$ cat config.mk
export PLATFORM = sky130hd
export DESIGN_NAME = bcd_seg_scan
export DESIGN_NICKNAME = d
export VERILOG_FILES = /design/src/rtl/bcd_seg_scan.sv
export SDC_FILE = /design/constraint.sdc
export NUM_CORES = 1
export LEC_CHECK = 0
export CAP_MARGIN = 40
export CORE_MARGIN = 2
export CORE_UTILIZATION = 50
export CTS_CLUSTER_SIZE = 14
export DETAILED_ROUTE_END_ITERATION = 8
export PLACE_DENSITY = 0.78
export RECOVER_POWER = 100
export SETUP_SLACK_MARGIN = 0.5
export SLEW_MARGIN = 20
export SYNTH_ARGS = -nofsm -noshare
export SYNTH_HDL_FRONTEND = slang
export SYNTH_SLANG_ARGS = --single-unit
$ cat constraint.sdc
create_clock -name clk -period 2.5 [get_ports clk]
set_input_delay 0.625 -clock clk [delete_from_list [all_inputs] [get_ports clk]]
set_output_delay 0.625 -clock clk [all_outputs]
set_load 0.05 [all_outputs]
$ cat src/rtl/bcd_seg_scan.sv
// bcd_seg_scan
//   Captures a 4-digit packed BCD value on a load strobe and scans it onto a
//   time-multiplexed seven-segment display. Includes a refresh divider,
//   leading-zero blanking, flagging of invalid digits and a capture acknowledge.
//
// Ports
//   clk     in   system clock, rising edge
//   reset   in   synchronous, active-high reset
//   bcd_in  in   [15:12] thousands, [11:8] hundreds, [7:4] tens, [3:0] ones
//   load    in   capture bcd_in at this edge
//   seg     out  segments {a,b,c,d,e,f,g}, seg[6] = a (polarity set by SEG_ACTIVE_LOW)
//   an      out  digit enables, active-low, an[0] = ones digit
//   err     out  captured value holds a nibble greater than 9
//   ack     out  one-cycle pulse after each capture
module bcd_seg_scan #(
    parameter int unsigned REFRESH_DIV    = 4,
    parameter bit          BLANK_LZ       = 1'b1,
    parameter bit          SEG_ACTIVE_LOW = 1'b1
) (
    input  logic        clk,
    input  logic        reset,
    input  logic [15:0] bcd_in,
    input  logic        load,
    output logic [6:0]  seg,
    output logic [3:0]  an,
    output logic        err,
    output logic        ack
);

    // A divide-by-one still needs a one-bit counter that simply stays at 0.
    localparam int unsigned     DIV_W    = (REFRESH_DIV > 1) ? $clog2(REFRESH_DIV) : 1;
    localparam logic [DIV_W-1:0] DIV_LAST = DIV_W'(REFRESH_DIV - 1);
    localparam logic [6:0]      SEG_OFF  = SEG_ACTIVE_LOW ? 7'b1111111 : 7'b0000000;

    logic [15:0]      shadow;
    logic [1:0]       idx;
    logic [DIV_W-1:0] div;

    logic [3:0]       nibble;
    logic             blank;
    logic [6:0]       seg_nxt;
    logic [3:0]       an_nxt;

    function automatic logic [6:0] seg_decode(input logic [3:0] n);
        case (n)
            4'd0:    seg_decode = 7'b1111110;
            4'd1:    seg_decode = 7'b0110000;
            4'd2:    seg_decode = 7'b1101101;
            4'd3:    seg_decode = 7'b1111001;
            4'd4:    seg_decode = 7'b0110011;
            4'd5:    seg_decode = 7'b1011011;
            4'd6:    seg_decode = 7'b1011111;
            4'd7:    seg_decode = 7'b1110000;
            4'd8:    seg_decode = 7'b1111111;
            4'd9:    seg_decode = 7'b1111011;
            default: seg_decode = 7'b0000001;
        endcase
    endfunction

    function automatic logic has_invalid(input logic [15:0] v);
        has_invalid = (v[15:12] > 4'd9) || (v[11:8] > 4'd9) ||
                      (v[7:4]   > 4'd9) || (v[3:0]  > 4'd9);
    endfunction

    always_comb begin
        nibble = shadow[3:0];
        blank  = 1'b0;
        case (idx)
            2'd0: nibble = shadow[3:0];
            2'd1: nibble = shadow[7:4];
            2'd2: nibble = shadow[11:8];
            2'd3: nibble = shadow[15:12];
            default: nibble = shadow[3:0];
        endcase
        // A digit is a leading zero when it and every more significant nibble
        // are zero; invalid nibbles are non-zero and therefore stop blanking.
        if (BLANK_LZ) begin
            case (idx)
                2'd1:    blank = (shadow[15:4] == 12'h000);
                2'd2:    blank = (shadow[15:8] == 8'h00);
                2'd3:    blank = (shadow[15:12] == 4'h0);
                default: blank = 1'b0;
            endcase
        end
        if (blank) begin
            seg_nxt = SEG_OFF;
            an_nxt  = 4'b1111;
        end else begin
            seg_nxt = SEG_ACTIVE_LOW ? ~seg_decode(nibble) : seg_decode(nibble);
            an_nxt  = ~(4'b0001 << idx);
        end
    end

    always_ff @(posedge clk) begin
        if (reset) begin
            shadow <= 16'h0000;
            idx    <= 2'd0;
            div    <= '0;
            seg    <= SEG_OFF;
            an     <= 4'b1111;
            err    <= 1'b0;
            ack    <= 1'b0;
        end else begin
            seg <= seg_nxt;
            an  <= an_nxt;
            ack <= load;
            if (load) begin
                shadow <= bcd_in;
                err    <= has_invalid(bcd_in);
            end
            if (div == DIV_LAST) begin
                div <= '0;
                idx <= idx + 2'd1;
            end else begin
                div <= div + 1'b1;
            end
        end
    end

endmodule

* After elaboration in Yosys (flattened, before gate mapping) *
Memories as Yosys holds them, arrays and structs flattened.
Index checks and enable logic that the tools add are counted.
Widths: inputs -> output; s select.

word-level totals
  memories kept = 1
  bits in read-only memories = 112
  register bits = 33

memory list
  name             words  width  read ports  clocked after Yosys merged registers in  write ports  RTL line  text
  (no name shown)  16     7      1           0                                        0            45        case (n)

operators by class
  bitwise gates (word level) = 2
  eq/ne operators = 4
  $lt $le $gt $ge = 4
  muxes and demuxes = 3
  shift operators = 1
  add/subtract/negate cells = 2
  reduce and logical (&&, ||, !) cells = 9

operators by type and width
  operator             count
  $gt 4x4->1 const B   4
  $pmux 4 s4           1
  $logic_not 12->1     1
  $logic_not 8->1      1
  $mux 7               1
  $not 7->7            1
  $eq 2x2->1 const B   3
  $add 2x1->2 const B  2
  $logic_not 4->1      1
  $not 4->4            1
  $reduce_or 2->1      2
  $shl 1x2->4 const A  1
  $logic_or 1x1->1     3
  $pmux 1 s3           1
  $eq 2x1->1 const B   1
  $logic_not 2->1      1

* Logic depth before layout (Yosys ltp) *
Gate-level depths: netlist of the first run.
An unclocked memory read counts as a cell.

  depth after elaboration = 5
  mapped depth = 11
  depth with buffers taken out = 10

* Worst setup path before layout of the first run *
OpenSTA, ideal clock, no wires.

  kind = register -> register
  start point = reg idx[0]
  end point = reg seg[3]
  cell stages (with the launch flop) = 11
  arrival = 2074 ps
  clock period less this slack = 2215 ps
  slack = 285 ps
  data required time = 2359 ps
  cells stage by stage = dfxtp_1 -> inv_1 -> ha_1 -> and2b_2 -> a21oi_1 -> inv_1 -> ha_1 -> nor2_1 -> a32oi_1 -> a21oi_1 -> o221ai_1

between the ends
  cells in the longest elaborated chain, start to end = 5
  elaborated cells between the ends (all ways) = 10

RTL lines
  what                                      RTL line  text
  from (decl)                               36        logic [1:0] idx;
  from (signal assigned)                    113       idx <= idx + 2'd1;
  $eq 2x2->1, or another cell as far along  68, 78
  $pmux 4 s4                                68        case (idx)
  $mem_v2 16x7                              -
  $mux 7                                    85        if (blank) begin
  $not 7->7                                 89        seg_nxt = SEG_ACTIVE_LOW ? ~seg_decode(nibble) : seg_decode(nibble);
  to (signal assigned)                      104       seg <= seg_nxt;
  to (decl)                                 24        output logic [6:0] seg,

Parallel ways exist; a longest one is shown, timed or not. The select of a mux whose other input is x is not followed.
A chain may end at the register's enable or synchronous reset.

* Worst setup path in the final report of the first run *
  start point = reg idx[1]
  end point = reg seg[3]

The elaborated chain is that of the path after synthesis.

==> results of run 1 <==
[how the worst min path moves through the flow]
stage / cells past startpoint / slack (ps) / end
2_1_floorplan: 1 / 400 / div[0]$_SDFF_PP0_
3_3_place_gp: 1 / 410 / div[0]$_SDFF_PP0_
3_5_place_dp: 1 / 430 / div[0]$_SDFF_PP0_
4_1_cts: 1 / 440 / div[0]$_SDFF_PP0_
5_1_grt: 1 / 460 / div[0]$_SDFF_PP0_
6_report: 1 / 440 / div[0]$_SDFF_PP0_
[stage by stage]
step           cells  area (um^2)   util  worst slack, ps
2_1_floorplan    157         1610      -              464
3_3_place_gp     226         1930  0.638              255
3_5_place_dp     226         1930  0.638              186
4_1_cts          241         2090  0.690              325
5_1_grt          244         2130  0.704              118
6_report         244         2130  0.704              237
[state kept, by name, summed over array words and instances, names as in the netlist]
register	flops
shadow	16
seg	7
div	2
idx	2
an	4
err	1
ack	1
[timing repair]
action | in CTS | in global routing
gates cloned | 0 | 0
buffers inserted | 9 | 3
pin swaps | 9 | 5
gates resized for setup | 30 | 6
endpoints found under the setup margin | 19 | 7
[layout by cell type, fill, tap and decap left out, types with 3 or more instances in the layout]
| master | count |
|---|---|
| dlygate4sd2_1 | 13 |
| nor2b_1 | 3 |
| a222oi_1 | 4 |
| o221ai_1 | 7 |
| nor2_1 | 21 |
| clkdlybuf4s50_1 | 17 |
| mux2i_1 | 17 |
| nor4_1 | 3 |
| nand2_1 | 3 |
| o21ai_0 | 4 |
| clkbuf_4 | 5 |
| buf_4 | 12 |
| inv_1 | 3 |
| ha_4 | 5 |
| o211ai_1 | 3 |
| ha_1 | 4 |
| a21oi_2 | 5 |
| dfxtp_1 | 31 |
[kinds of logic after synthesis]
logic type                 Yosys count  synth area share
adders and majority gates           11            0.0876
DFF                                 33             0.421
AOI/OAI and AO/OA                   39             0.190
muxes                               17             0.108
and+or+nand+nor                     40             0.133
buffers and inverters               16            0.0550
xor gates and xnor gates             1           0.00558
[routing by layer]
metal / part of all wire / global-route usage / wire, um / up-vias
li1: - / - / - / 659
met1: 0.42 / 0.270 / 1530 / 626
met2: 0.51 / 0.371 / 1850 / 61
met3: 0.061 / 0.0671 / 223 / 4
met4: 0.012 / 0.0857 / 44 / 0
met5: 0 / 0 / 0 / -
[cell type report]
cell class              count  share of cell area
clock buffers               5              0.0176
clock inverters             1             0.00235
inverters                   7              0.0141
multi-input cells         108               0.439
flip-flops and latches     33               0.312
well taps                  44              0.0258
repair buffers             46               0.189
[power breakdown]
group          switching (mW)  total (mW)  leakage (nW)  internal (mW)
combinational           0.234       0.404         0.539          0.170
clock                   0.168       0.265        0.0269         0.0974
sequential             0.0227       0.592         0.274          0.569
total                   0.425        1.26         0.840          0.837
==> results.tsv, run 1 <==
stage	metric	value	unit
status	outcome	finished clean	
flow_run	cap_viol_max_count	0	
power	power_density	592	nW/um^2
setup_path	r2r_end	seg[3]$_SDFF_PP1_	
cts	clock_path_buffers	2	
detailed_routing	wl_per_cell	14.9	um
synth	synth_common_cells	dfxtp_1 (33), nor2_1 (21), mux2i_1 (17), ha_1 (11)	
setup_path	slowest_delay	440	ps
floorplanning	core	3030	um^2
power	ir_drop	0.000292	V
finish	fillers	234	
cts	cts_tree	yes	
placement	place_congestion	0.877	
sta	tightest_slew	940	ps
cts	clock_latency	330	ps
sta	skew	7.78	ps
sta	clock.fmax	442	MHz
detailed_routing	routed_via_density	5.53	
synth	synth_top_flop_cell	dfxtp_1	
floorplanning	die_area	3600	um^2
sta	hold-worst-slack	435	ps
synth	postSynthNetCount	187	
synth	yosysWarnings	0	
synth	netlist_area	1570	um^2
setup_path	crit_path_cell_trace	inv_4 -> ha_4 -> a222oi_1 -> a21oi_2 -> inv_1 -> ha_4 -> a211o_1 -> a21oi_2 -> o221ai_1	
sta	finalCritPeriodShare	0.905	
setup_path	crit_required	2690	ps
cts	cts-buffers-inserted	5	
global_route	grt_usage	0.224	
finish	multi_input_area	936	um^2
finish	area_growth	35.8	%
detailed_routing	drtIter0Drc	57	
setup_path	regToRegSetupSlack	240	ps
synth	netlist_instances	157	
power	total_power	1.26	mW
setup_path	endpoint	seg[3]$_SDFF_PP1_	
global_route	grt_max_degree	23	
detailed_routing	ant_nets	0	
setup_path	r2r-start	idx[1]$_SDFFE_PP0P_	
setup_path	startpoint	idx[1]$_SDFFE_PP0P_	
finish	seq_area	666	um^2
synth	synth_edf_count	0	
placement	dp_hpwl	2.46	mm
synth	ys_ff_latch	33	
sta	relSlewSlack	0.373	
worst_hold_path	hold_path_class	reg -> reg	
synth	yosysMostFrequentCell	dfxtp_1	
global_route	gr-total-overflow	0	
synth	async_flop_share	0	
cts	htree_levels	2	
floorplanning	die_h	60.0	um
synth	syn_area_per_cell	10.0	um^2
sta	finalSetupViolations	0	
detailed_routing	drc	0	
synth	synth_cell_types	38	
global_route	grt_pass1_vias	1289	
detailed_routing	first_pass_iters	4	
setup_path	r2r_cells	9	
cts	path_clk_slew	100	ps
global_route	grt_first_pass_wirelength	5.89	mm
synth	ys_seq_area_frac	0.421	
sta	finalMaxSlewViolations	0	
setup_path	crit_path_start_kind	flip-flop	
synth	yosys.area.top_type	dfxtp_1	
placement	io_buffers	31	
floorplanning	initial_utilization	0.519	
synth	yosysTopAreaCellShare	0.421	
finish	drive_above_1_share	0.240	
setup_path	path_depth	9	
finish	finish.net_count	231	
global_route	antenna_found_initial	0	
sta	tns	0	ps
floorplanning	num_io_pins	32	
sta	rsz0062_at_grt	yes	
setup_path	cp_num_buf_inv	2	
synth	yosys-top-cells-area	dfxtp_1 (42%), mux2i_1 (11%), ha_1 (8.8%), nor2_1 (5.0%), o221ai_1 (3.9%)	
cts	cts_sinks	33	
floorplanning	row_count	20	
detailed_routing	dr_total_vias	1350	
setup_path	worstSetupPathType	reg -> reg	
setup_path	critPathMaxFanout	4	
finish	n_antenna_cell	0	
setup_path	slowest_stage	a222oi_1	
sta	fin_crit	2260	ps
worst_hold_path	holdCritStartpoint	div[0]$_SDFF_PP0_	
cts	holdBufCountCts	0	
power	p_leak	0.840	nW
floorplanning	chipWidth	60.0	um
setup_path	worstPathArrival	2460	ps
detailed_routing	drt_wl_total	3.64	mm
sta	hold_viol_final	0	
setup_path	critical-path-top-delay-family	compound AO/OA/AOI/OAI gates	
setup_path	cp-end-kind	flip-flop	
cts	cts_root_buffer	clkbuf_4	
Note: power is estimated with default switching activity, not from simulation.
==> run 2, diff against run 1 <==
- CORE_ASPECT_RATIO: default -> 2
- TNS_END_PERCENT: default -> 50
==> run 2 against run 1 <==
Effect of this change:
- sequential share of layout area decreased by 2.0 points
- clock skew decreased by 1.6 ps
- first-iteration DRC count increased by 23%
- sequential power increased by 0.7%
- power increased by 23%
- critical path type unchanged
- critical endpoint unchanged
- largest power group unchanged
==> results.tsv, run 2 (synthesis gave the netlist of run 1 again) <==
stage	metric	value	unit	change
status	outcome	finished clean		
finish	area_growth	45.0	%	
floorplanning	initial_utilization	0.527		+0.00872
cts	cts_root_buffer	clkbuf_8		
flow_run	cap_viol_max_count	0		unchanged
sta	finalCritPeriodShare	0.933		+0.0275
floorplanning	die_area	3630	um^2	+0.75%
cts	clock_latency	290	ps	-40 ps
sta	tightest_slew	882	ps	-58.6 ps
power	power_density	681	nW/um^2	+15%
finish	seq_area	666	um^2	unchanged
detailed_routing	first_pass_iters	5		+1
sta	finalMaxSlewViolations	0		unchanged
global_route	grt_max_degree	23		unchanged
placement	place_congestion	0.852		-2.9%
finish	multi_input_area	958	um^2	+2.4%
power	p_leak	0.900	nW	+7.1%
finish	layout_common_cells	dfxtp_1 (31), nor2_1 (20), mux2i_1 (17), clkdlybuf4s50_1 (17), buf_4 (16)		
power	sequentialPowerShare	0.384		-0.085
cts	htree_levels	2		unchanged
worst_hold_path	hold_path_class	reg -> reg		
setup_path	critPathMaxFanout	4		unchanged
floorplanning	core	2980	um^2	-1.7%
sta	layout_setup_ws	168	ps	-68.7 ps
setup_path	crit_path_cell_trace	inv_4 -> ha_4 -> a222oi_1 -> a21oi_4 -> buf_6 -> ha_4 -> nor2_4 -> a32oi_2 -> a21oi_1 -> o221ai_1		
detailed_routing	drt_wl_total	4.42	mm	+21%
detailed_routing	drc	0		unchanged
power	ir_drop	0.000632	V	+120%
power	p_switching	0.469	mW	+10%
finish	fillers	203		-13%
power	p_clk_frac	0.333		+0.123
global_route	grt_first_pass_wirelength	6.58	mm	+12%
cts	cts_tree	yes		
sta	rsz0062_at_grt	yes		
finish	n_antenna_cell	0		unchanged
detailed_routing	routed_via_density	6.12		+11%
cts	path_clk_slew	60	ps	-40 ps
finish	layout_commonest_cell	dfxtp_1		
placement	io_buffers	31		unchanged
placement	place_ws	149	ps	-37.2 ps
power	sw_frac_of_total	0.302		-0.0346
detailed_routing	dr_total_vias	1462		+8.3%
setup_path	path_common_cell	ha_4		
global_route	grt_pass1_vias	1464		+14%
setup_path	crit_required	2640	ps	-50 ps
sta	finalSetupViolations	0		unchanged
power	pwr-share-comb	0.283		-0.037
power	power.internal	1.08	mW	+29%
floorplanning	die_h	83.3	um	+39%
detailed_routing	ant_nets	0		unchanged
sta	hold_viol_final	0		unchanged
detailed_routing	drtIter0Drc	70		+23%
sta	clock.fmax	429	MHz	-2.9%
finish	largest_register_ff_count	16		unchanged
global_route	antenna_found_initial	0		unchanged
floorplanning	chipWidth	43.6	um	-27%
finish	drive_above_1_share	0.268		+0.0279
setup_path	slowest_delay	490	ps	+50 ps
global_route	grt_usage	0.242		+0.0182
finish	top_register	shadow		
setup_path	cp-end-kind	flip-flop		
cts	cts_sinks	33		unchanged
setup_path	worstPathArrival	2480	ps	+20 ps
sta	skew	6.18	ps	-1.60 ps
finish	finish.net_count	238		+3.0%
setup_path	crit_path_start_kind	flip-flop		
cts	clock_path_buffers	2		unchanged
placement	post-place-cells	212		-6.2%
sta	fin_crit	2330	ps	+68.7 ps
power	total_power	1.55	mW	+23%
placement	dp_hpwl	2.71	mm	+10%
global_route	gr-total-overflow	0		unchanged
sta	relSlewSlack	0.412		+0.0391
finish	layout.cells.non_filler	239		-2.0%
detailed_routing	wl_per_cell	18.5	um	+24%
floorplanning	row_count	28		+40%
floorplanning	num_io_pins	32		unchanged
cts	cts-buffers-inserted	5		unchanged
setup_path	worstSetupPathType	reg -> reg		
cts	holdBufCountCts	0		unchanged
setup_path	slowest_stage	a222oi_1		
finish	reg_top3	shadow (16), seg (7), an (4)		
-- run 2: cell count changes in the layout (fill, tap and decap cells not counted), sizes merged --
cell | previous run | this run
clkinv | 1 | 0
dlygate4sd2 | 13 | 3
dlygate4sd3 | 1 | 10
a21oi | 9 | 10
buf | 13 | 19
bufinv | 0 | 1
clkbuf | 7 | 10
-- run 2: cell type report --
class,instances,share of cell area
Clock inverter,1,0.0132
Clock buffer,7,0.0379
Sequential cell,33,0.292
Inverter,7,0.0165
Tap cell,30,0.0165
Timing Repair Buffer,52,0.203
Multi-Input combinational cell,109,0.421
-- run 2: worst max-delay path: cells and delay by family (launching register included) --
kind                       cells  cell delay (ps)
and+or+nand+nor                1               90
adders and majority gates      2              330
buffers and inverters          2              210
AOI/OAI and AO/OA              5             1130
DFF                            1              430
-- run 2: worst paths after layout --
kind | slack [ps] | start | cells past startpoint | endpoint
setup / recovery | 170 | idx[1]$_SDFFE_PP0P_ | 10 | seg[3]$_SDFF_PP1_
hold / removal | 430 | div[0]$_SDFF_PP0_ | 1 | div[0]$_SDFF_PP0_
setup reg to reg | 170 | idx[1]$_SDFFE_PP0P_ | 10 | seg[3]$_SDFF_PP1_
hold reg to reg | 430 | div[0]$_SDFF_PP0_ | 1 | div[0]$_SDFF_PP0_
-- run 2: metal layers --
metal  vias up  share of wire  track usage
met1       686           0.33        0.216
met2        69           0.55        0.418
met3        27          0.051       0.0609
li1        680              -            -
met5         -              0            0
met4         0          0.069        0.198
-- run 2: timing repair --
action / in CTS / in global routing
gates resized for setup: 23 / 10
pin swaps: 11 / 14
setup buffers: 10 / 8
setup endpoints to repair: 19 / 17
cloned: 0 / 1
-- run 2: power groups by stage --
stage | registers [mW] | clock network [mW] | logic (mW)
6_report | 0.596 | 0.516 | 0.439
5_1_grt | 0.600 | 0.533 | 0.469
4_1_cts | 0.595 | 0.517 | 0.398
3_3_place_gp | 0.604 | 0 | 0.352
2_1_floorplan | 0.684 | 0 | 0.172
3_5_place_dp | 0.606 | 0 | 0.364
-- run 2: stage by stage --
step            util  cell area, um^2  hold slack [ps]  setup TNS (ps)
2_1_floorplan      -             1610              404               0
3_3_place_gp   0.643             1920              412               0
3_5_place_dp   0.643             1920              420               0
4_1_cts        0.734             2180              429               0
5_1_grt        0.765             2280              463           -3.81
6_report       0.765             2280              426               0
